[src/rtl/alu_pkg.sv]
// Shared ALU function codes, MIPS opcode/funct constants and decoder types.
// Logic-unit ops carry their 4-bit FT truth table in alu_fun[3:0] under prefix 01.
package alu_pkg;

  localparam logic [5:0] ALU_ADD   = 6'b000000;
  localparam logic [5:0] ALU_SUB   = 6'b000001;
  localparam logic [5:0] ALU_AND   = 6'b011000;
  localparam logic [5:0] ALU_OR    = 6'b011110;
  localparam logic [5:0] ALU_XOR   = 6'b010110;
  localparam logic [5:0] ALU_NOR   = 6'b010001;
  localparam logic [5:0] ALU_PASSA = 6'b011010;
  localparam logic [5:0] ALU_SLL   = 6'b100000;
  localparam logic [5:0] ALU_SRL   = 6'b100001;
  localparam logic [5:0] ALU_SRA   = 6'b100011;
  localparam logic [5:0] ALU_EQ    = 6'b110011;
  localparam logic [5:0] ALU_NEQ   = 6'b110001;
  localparam logic [5:0] ALU_LT    = 6'b110101;
  localparam logic [5:0] ALU_LEZ   = 6'b111101;
  localparam logic [5:0] ALU_LTZ   = 6'b111001;
  localparam logic [5:0] ALU_GTZ   = 6'b111111;

  localparam logic [5:0] OP_RTYPE  = 6'h00;
  localparam logic [5:0] OP_REGIMM = 6'h01;
  localparam logic [5:0] OP_J      = 6'h02;
  localparam logic [5:0] OP_JAL    = 6'h03;
  localparam logic [5:0] OP_BEQ    = 6'h04;
  localparam logic [5:0] OP_BNE    = 6'h05;
  localparam logic [5:0] OP_BLEZ   = 6'h06;
  localparam logic [5:0] OP_BGTZ   = 6'h07;
  localparam logic [5:0] OP_ADDI   = 6'h08;
  localparam logic [5:0] OP_ADDIU  = 6'h09;
  localparam logic [5:0] OP_SLTI   = 6'h0a;
  localparam logic [5:0] OP_ANDI   = 6'h0c;
  localparam logic [5:0] OP_ORI    = 6'h0d;
  localparam logic [5:0] OP_XORI   = 6'h0e;
  localparam logic [5:0] OP_LUI    = 6'h0f;
  localparam logic [5:0] OP_LW     = 6'h23;
  localparam logic [5:0] OP_SW     = 6'h2b;

  localparam logic [5:0] FN_SLL  = 6'h00;
  localparam logic [5:0] FN_SRL  = 6'h02;
  localparam logic [5:0] FN_SRA  = 6'h03;
  localparam logic [5:0] FN_JR   = 6'h08;
  localparam logic [5:0] FN_ADD  = 6'h20;
  localparam logic [5:0] FN_ADDU = 6'h21;
  localparam logic [5:0] FN_SUB  = 6'h22;
  localparam logic [5:0] FN_SUBU = 6'h23;
  localparam logic [5:0] FN_AND  = 6'h24;
  localparam logic [5:0] FN_OR   = 6'h25;
  localparam logic [5:0] FN_XOR  = 6'h26;
  localparam logic [5:0] FN_NOR  = 6'h27;
  localparam logic [5:0] FN_SLT  = 6'h2a;
  localparam logic [5:0] FN_SLTU = 6'h2b;

  typedef enum logic {StRun, StTrap} state_t;

  typedef struct packed {
    logic [5:0] alu_fun;
    logic       sign_ext;
    logic       b_imm;
    logic       a_shamt;
    logic       a_lui;
    logic       illegal;
  } dec_t;

endpackage

[src/rtl/alu_op_decode_comb.sv]
// Combinational decode of a MIPS instruction word into ALU controls.
module alu_op_decode_comb
  import alu_pkg::*;
(
  input  logic [31:0] instr,
  output dec_t        dec
);

  logic [5:0] opcode;
  logic [5:0] funct;
  logic [4:0] rt;

  assign opcode = instr[31:26];
  assign funct  = instr[5:0];
  assign rt     = instr[20:16];

  always_comb begin
    // Default doubles as the illegal payload: ADD with all selects clear.
    dec = '0;
    case (opcode)
      OP_RTYPE: begin
        case (funct)
          FN_ADD, FN_ADDU, FN_JR: dec.alu_fun = ALU_ADD;
          FN_SUB, FN_SUBU:        dec.alu_fun = ALU_SUB;
          FN_AND:                 dec.alu_fun = ALU_AND;
          FN_OR:                  dec.alu_fun = ALU_OR;
          FN_XOR:                 dec.alu_fun = ALU_XOR;
          FN_NOR:                 dec.alu_fun = ALU_NOR;
          FN_SLT, FN_SLTU:        dec.alu_fun = ALU_LT;
          FN_SLL: begin dec.alu_fun = ALU_SLL; dec.a_shamt = 1'b1; end
          FN_SRL: begin dec.alu_fun = ALU_SRL; dec.a_shamt = 1'b1; end
          FN_SRA: begin dec.alu_fun = ALU_SRA; dec.a_shamt = 1'b1; end
          default:                dec.illegal = 1'b1;
        endcase
      end
      OP_ADDI, OP_ADDIU, OP_LW, OP_SW: begin
        dec.alu_fun  = ALU_ADD;
        dec.b_imm    = 1'b1;
        dec.sign_ext = 1'b1;
      end
      OP_SLTI: begin
        dec.alu_fun  = ALU_LT;
        dec.b_imm    = 1'b1;
        dec.sign_ext = 1'b1;
      end
      OP_ANDI: begin dec.alu_fun = ALU_AND; dec.b_imm = 1'b1; end
      OP_ORI:  begin dec.alu_fun = ALU_OR;  dec.b_imm = 1'b1; end
      OP_XORI: begin dec.alu_fun = ALU_XOR; dec.b_imm = 1'b1; end
      OP_LUI:  begin dec.alu_fun = ALU_PASSA; dec.a_lui = 1'b1; end
      OP_BEQ:  begin dec.alu_fun = ALU_EQ;  dec.sign_ext = 1'b1; end
      OP_BNE:  begin dec.alu_fun = ALU_NEQ; dec.sign_ext = 1'b1; end
      OP_BLEZ: begin dec.alu_fun = ALU_LEZ; dec.sign_ext = 1'b1; end
      OP_BGTZ: begin dec.alu_fun = ALU_GTZ; dec.sign_ext = 1'b1; end
      OP_REGIMM: begin
        if (rt == 5'd0) begin
          dec.alu_fun  = ALU_LTZ;
          dec.sign_ext = 1'b1;
        end else begin
          dec.illegal = 1'b1;
        end
      end
      OP_J, OP_JAL: dec.alu_fun = ALU_ADD;
      default:      dec.illegal = 1'b1;
    endcase
  end

endmodule

[src/rtl/alu_op_decoder.sv]
// ID-stage ALU op decoder with a one-entry ID/EX slot, illegal-op trap FSM
// and a saturating illegal-instruction counter.
module alu_op_decoder
  import alu_pkg::*;
#(
  parameter int unsigned COUNT_W = 8
) (
  input  logic               clk,
  input  logic               rst_n,
  input  logic               in_valid,
  input  logic [31:0]        in_instr,
  output logic               in_ready,
  input  logic               flush,
  output logic               out_valid,
  input  logic               out_ready,
  output logic [5:0]         alu_fun,
  output logic               sign_ext,
  output logic               b_imm,
  output logic               a_shamt,
  output logic               a_lui,
  output logic               illegal,
  output logic [COUNT_W-1:0] illegal_count
);

  dec_t               dec;
  dec_t               slot_q, slot_d;
  logic               valid_q, valid_d;
  state_t             state_q, state_d;
  logic [COUNT_W-1:0] count_q, count_d;
  logic               accept;

  alu_op_decode_comb u_decode (
    .instr (in_instr),
    .dec   (dec)
  );

  assign in_ready = (state_q == StRun) && !flush && (!valid_q || out_ready);
  assign accept   = in_valid && in_ready;

  always_comb begin
    slot_d  = slot_q;
    valid_d = valid_q;
    state_d = state_q;
    count_d = count_q;
    if (flush) begin
      valid_d = 1'b0;
      state_d = StRun;
    end else if (accept) begin
      slot_d  = dec;
      valid_d = 1'b1;
      if (dec.illegal) begin
        state_d = StTrap;
        if (count_q != {COUNT_W{1'b1}}) count_d = count_q + 1'b1;
      end
    end else if (out_ready) begin
      valid_d = 1'b0;
    end
  end

  always_ff @(posedge clk or negedge rst_n) begin
    if (!rst_n) begin
      slot_q  <= '0;
      valid_q <= 1'b0;
      state_q <= StRun;
      count_q <= '0;
    end else begin
      slot_q  <= slot_d;
      valid_q <= valid_d;
      state_q <= state_d;
      count_q <= count_d;
    end
  end

  assign out_valid     = valid_q;
  assign alu_fun       = slot_q.alu_fun;
  assign sign_ext      = slot_q.sign_ext;
  assign b_imm         = slot_q.b_imm;
  assign a_shamt       = slot_q.a_shamt;
  assign a_lui         = slot_q.a_lui;
  assign illegal       = slot_q.illegal;
  assign illegal_count = count_q;

endmodule

[config.mk]
export PLATFORM = sky130hd
export DESIGN_NAME = alu_op_decoder
export DESIGN_NICKNAME = d
export VERILOG_FILES = /design/src/rtl/alu_pkg.sv /design/src/rtl/alu_op_decode_comb.sv /design/src/rtl/alu_op_decoder.sv
export SDC_FILE = /design/constraint.sdc
export NUM_CORES = 1
export LEC_CHECK = 0
export ABC_AREA = 1
export CAP_MARGIN = 40
export CORE_MARGIN = 2
export CORE_UTILIZATION = 40
export CTS_BUF_LIST = sky130_fd_sc_hd__clkbuf_8
export DETAILED_ROUTE_END_ITERATION = 10
export GPL_ROUTABILITY_DRIVEN = 1
export HOLD_SLACK_MARGIN = 0.08
export PLACE_DENSITY = 0.78
export SYNTH_ARGS = -nofsm -noshare
export SYNTH_HDL_FRONTEND = slang
export SYNTH_SLANG_ARGS = --single-unit
[constraint.sdc]
create_clock -name clk -period 1.3 [get_ports clk]
set_input_delay 0.325 -clock clk [delete_from_list [all_inputs] [get_ports clk]]
set_output_delay 0.325 -clock clk [all_outputs]
set_load 0.01 [all_outputs]
==> impl_results.md, run 1 <==
* # diodes at 0
* Clock Tree Buf Depth at 2
* Global route total overflow at 0
* Avg WL per Cell at 15.1 um
* Routed Antenna Nets at 0
* # clock sinks at 21
* Final hold vios at 0
* HPWL after detailed placement at 2870 um
* Sequential area share after synthesis at 36.3%
* FF+latch area at 531 sq um
* Die footprint at 4110 sq um
* Count of pins over their slew limit at 0
* Number of placement rows at 21
* Min Clock Period, post-route at 1.42 ns
* CTS tree: yes
* Die X-Extent at 64.1 um
* DRC viols at 0
* Period Utilization, post-route at 109%
* Final setup viols at 16
* Cell area after layout at 2620 sq um
* Critical path class: flip-flop to flip-flop
* H-Tree Depth at 1
* Measured slew at the worst slew-check pin at 0.273 ns
* Unrepaired setup endpoints after global routing: yes
* Root Buffer: clkbuf_8
* Vias per cell at 5.27
* Syn nets at 238
* Multi-input logic area at 1100 sq um
* Fillers at 231
* Routed WL at 5240 um
* Fmax achieved at 704 MHz
* CTS Buf Count at 3
* Placed cells at 323
* Number of port buffers at 42
* Worst EP arrival at 1.62 ns
* Io pins at 58
* Commonest cells after routing, fill and taps aside: 51 x buf_4, 38 x nand2_1, 20 x nand2_2
* Final WS setup at -0.121 ns
* Number of global-route vias before repair at 1734
* P&R area growth vs syn at 81.4%
* Initial DRC Count at 84
* Post-synth top flop: dfrtp_1
* Cell Count, Final, Fillers Out at 347
* Placement Setup Slack at -0.742 ns
* Critical Path Sink Type: flip-flop
* Clk_lat worst skew at 0.26 ns
* Largest net degree at the start of global routing at 22
* Crit path required time at 1.50 ns
* Starting density of the core at 42.3%
* Via Count at 1829
* Commonest non-fill, non-tap cell in the layout: buf_4
* RePlAce Congestion at 0.864
* Run status: finished, violations left
* Cell variety after synth at 30
* Leakage at 1.37 nW
* Antenna violations before repair at 0
* CP Launch Type: flip-flop
* Die outline height at 64.1 um
* TNS Setup at -1.26 ns
* Clk pin slew, worst setup/hold paths at 0.08 ns
* Max Cap Viol at 0
* FF+latch count, synth at 21
* Ys Warns at 0
* Maximum VDD drop at 0.626 mV
* Min-Delay Path Class: primary input to asynchronous set/reset pin
* First-pass GRT wire length at 7480 um
* Total track usage at 22.6%
* Failing checks: setup timing
* EDFF count, synth at 0
* DRT Pass-1 Iters at 4
* Core ar. at 3420 sq um
* Post-synthesis instance total at 200
* PwrDens at 903 nW/um^2
* Dpl cell area at 2230 sq um
* Ys async rst share at 100%
* Share of cells above drive strength 1 at 52.8%
* Synth Cell Area at 1450 sq um
* Nets at 340
* CP Max Fanout at 4
* Worst slew margin relative to its limit at 81.8%
* Clock Skew at 0.00511 ns
* # hold bufs at CTS at 0
* Syn_area_per_cell at 7.23 sq um
## logic make-up after synthesis
group | synth area share [%]
AOI/OAI and AO/OA | 7.53
xor gates and xnor gates | 3.63
adders and majority gates | 0.865
buffers and inverters | 6.14
DFF | 36.3
and+or+nand+nor | 45.5
## where the power goes
part | internal [mW] | switching [mW] | leakage (nW) | total [mW]
Combinational | 0.542 | 0.501 | 1.07 | 1.04
Sequential | 0.763 | 0.139 | 0.275 | 0.902
Clock | 0.211 | 0.214 | 0.0269 | 0.424
Total | 1.52 | 0.853 | 1.37 | 2.37
## worst max-delay path, stage by stage, from the launching register on
cell and delay [ns]:
dfrtp_1 0.46, inv_1 0.13, nor3_4 0.20, nand3_2 0.14
xnor2_2 0.20, nand4_1 0.13, nand2_1 0.09
## layer usage
metal	track usage (%)	vias up	part of all wire, %
li1	-	868	-
met2	38.7	82	52
met4	6.91	0	3.1
met1	28.3	865	39
met5	0	-	0
met3	5.28	14	5.9
## layout make-up
type | instances | area share [%]
clock inverter | 1 | 0.143
timing repair buffer | 98 | 30.7
tap | 46 | 2.19
inverter | 21 | 3.34
multi-input combinational | 157 | 41.8
sequential | 21 | 20.2
clock buffer | 3 | 1.57
## repair_timing
action / in CTS / in global routing
cloned: 1 / 0
endpoints found under the setup margin: 41 / 28
buffers inserted: 7 / 13
pin swaps: 21 / 25
gates resized for setup: 86 / 80
## synthesized netlist by cell type (2+ instances only)
library cell | n | area (sq um)
a21oi_1 | 5 | 25.0
dfrtp_1 | 21 | 526
inv_1 | 15 | 56.3
inv_2 | 5 | 18.8
nand2_1 | 56 | 210
nand2_2 | 5 | 31.3
nand3_1 | 23 | 115
nand3_2 | 3 | 30.0
nand3_4 | 2 | 35.0
nand3b_1 | 2 | 15.0
nand4_1 | 8 | 50.1
nor2_1 | 16 | 60.1
nor2_2 | 8 | 50.1
nor2_4 | 2 | 22.5
nor3_1 | 2 | 10.0
o21ai_0 | 8 | 40.0
o31ai_1 | 2 | 15.0
xor2_1 | 5 | 43.8
## final timing paths
kind	cells past startpoint	slack (ns)	start	endpoint
min reg2reg	2	0.48	illegal$_DFFE_PN0P_	illegal$_DFFE_PN0P_
max	6	-0.12	illegal_count[4]$_DFFE_PN0P_	illegal_count[7]$_DFFE_PN0P_
min in group clk	2	0.48	illegal$_DFFE_PN0P_	illegal$_DFFE_PN0P_
min	2	0.40	rst_n	illegal_count[4]$_DFFE_PN0P_
max reg2reg	6	-0.12	illegal_count[4]$_DFFE_PN0P_	illegal_count[7]$_DFFE_PN0P_
max in group asynchronous	2	0.66	rst_n	illegal_count[0]$_DFFE_PN0P_
## sequential cells by signal, indices dropped and copies added, names as in the netlist
name	cells
a_lui	1
a_shamt	1
alu_fun	6
b_imm	1
illegal	1
illegal_count	8
out_valid	1
sign_ext	1
state_q	1
## stage by stage
| step | hold WS [ns] | utilization, % | power, mW |
|---|---|---|---|
| 2_1_floorplan | 0.0294 | - | 1.18 |
| 3_3_place_gp | 0.466 | 65.2 | 1.64 |
| 3_5_place_dp | 0.466 | 65.2 | 1.66 |
| 4_1_cts | 0.413 | 68.6 | 2.04 |
| 5_1_grt | 0.439 | 76.8 | 2.49 |
| 6_report | 0.404 | 76.8 | 2.37 |
Note: power is estimated with default switching activity, not from simulation.
==> run 2: changes to the inputs <==
--- a/config.mk
+++ b/config.mk
@@ -10,6 +10,7 @@
 export CORE_MARGIN = 2
 export CORE_UTILIZATION = 40
 export CTS_BUF_LIST = sky130_fd_sc_hd__clkbuf_8
+export CTS_CLUSTER_DIAMETER = 120
 export DETAILED_ROUTE_END_ITERATION = 10
 export GPL_ROUTABILITY_DRIVEN = 1
 export HOLD_SLACK_MARGIN = 0.08
==> results of run 2 <==
The final DEF is identical to that of run 1; final timing and power are the same.
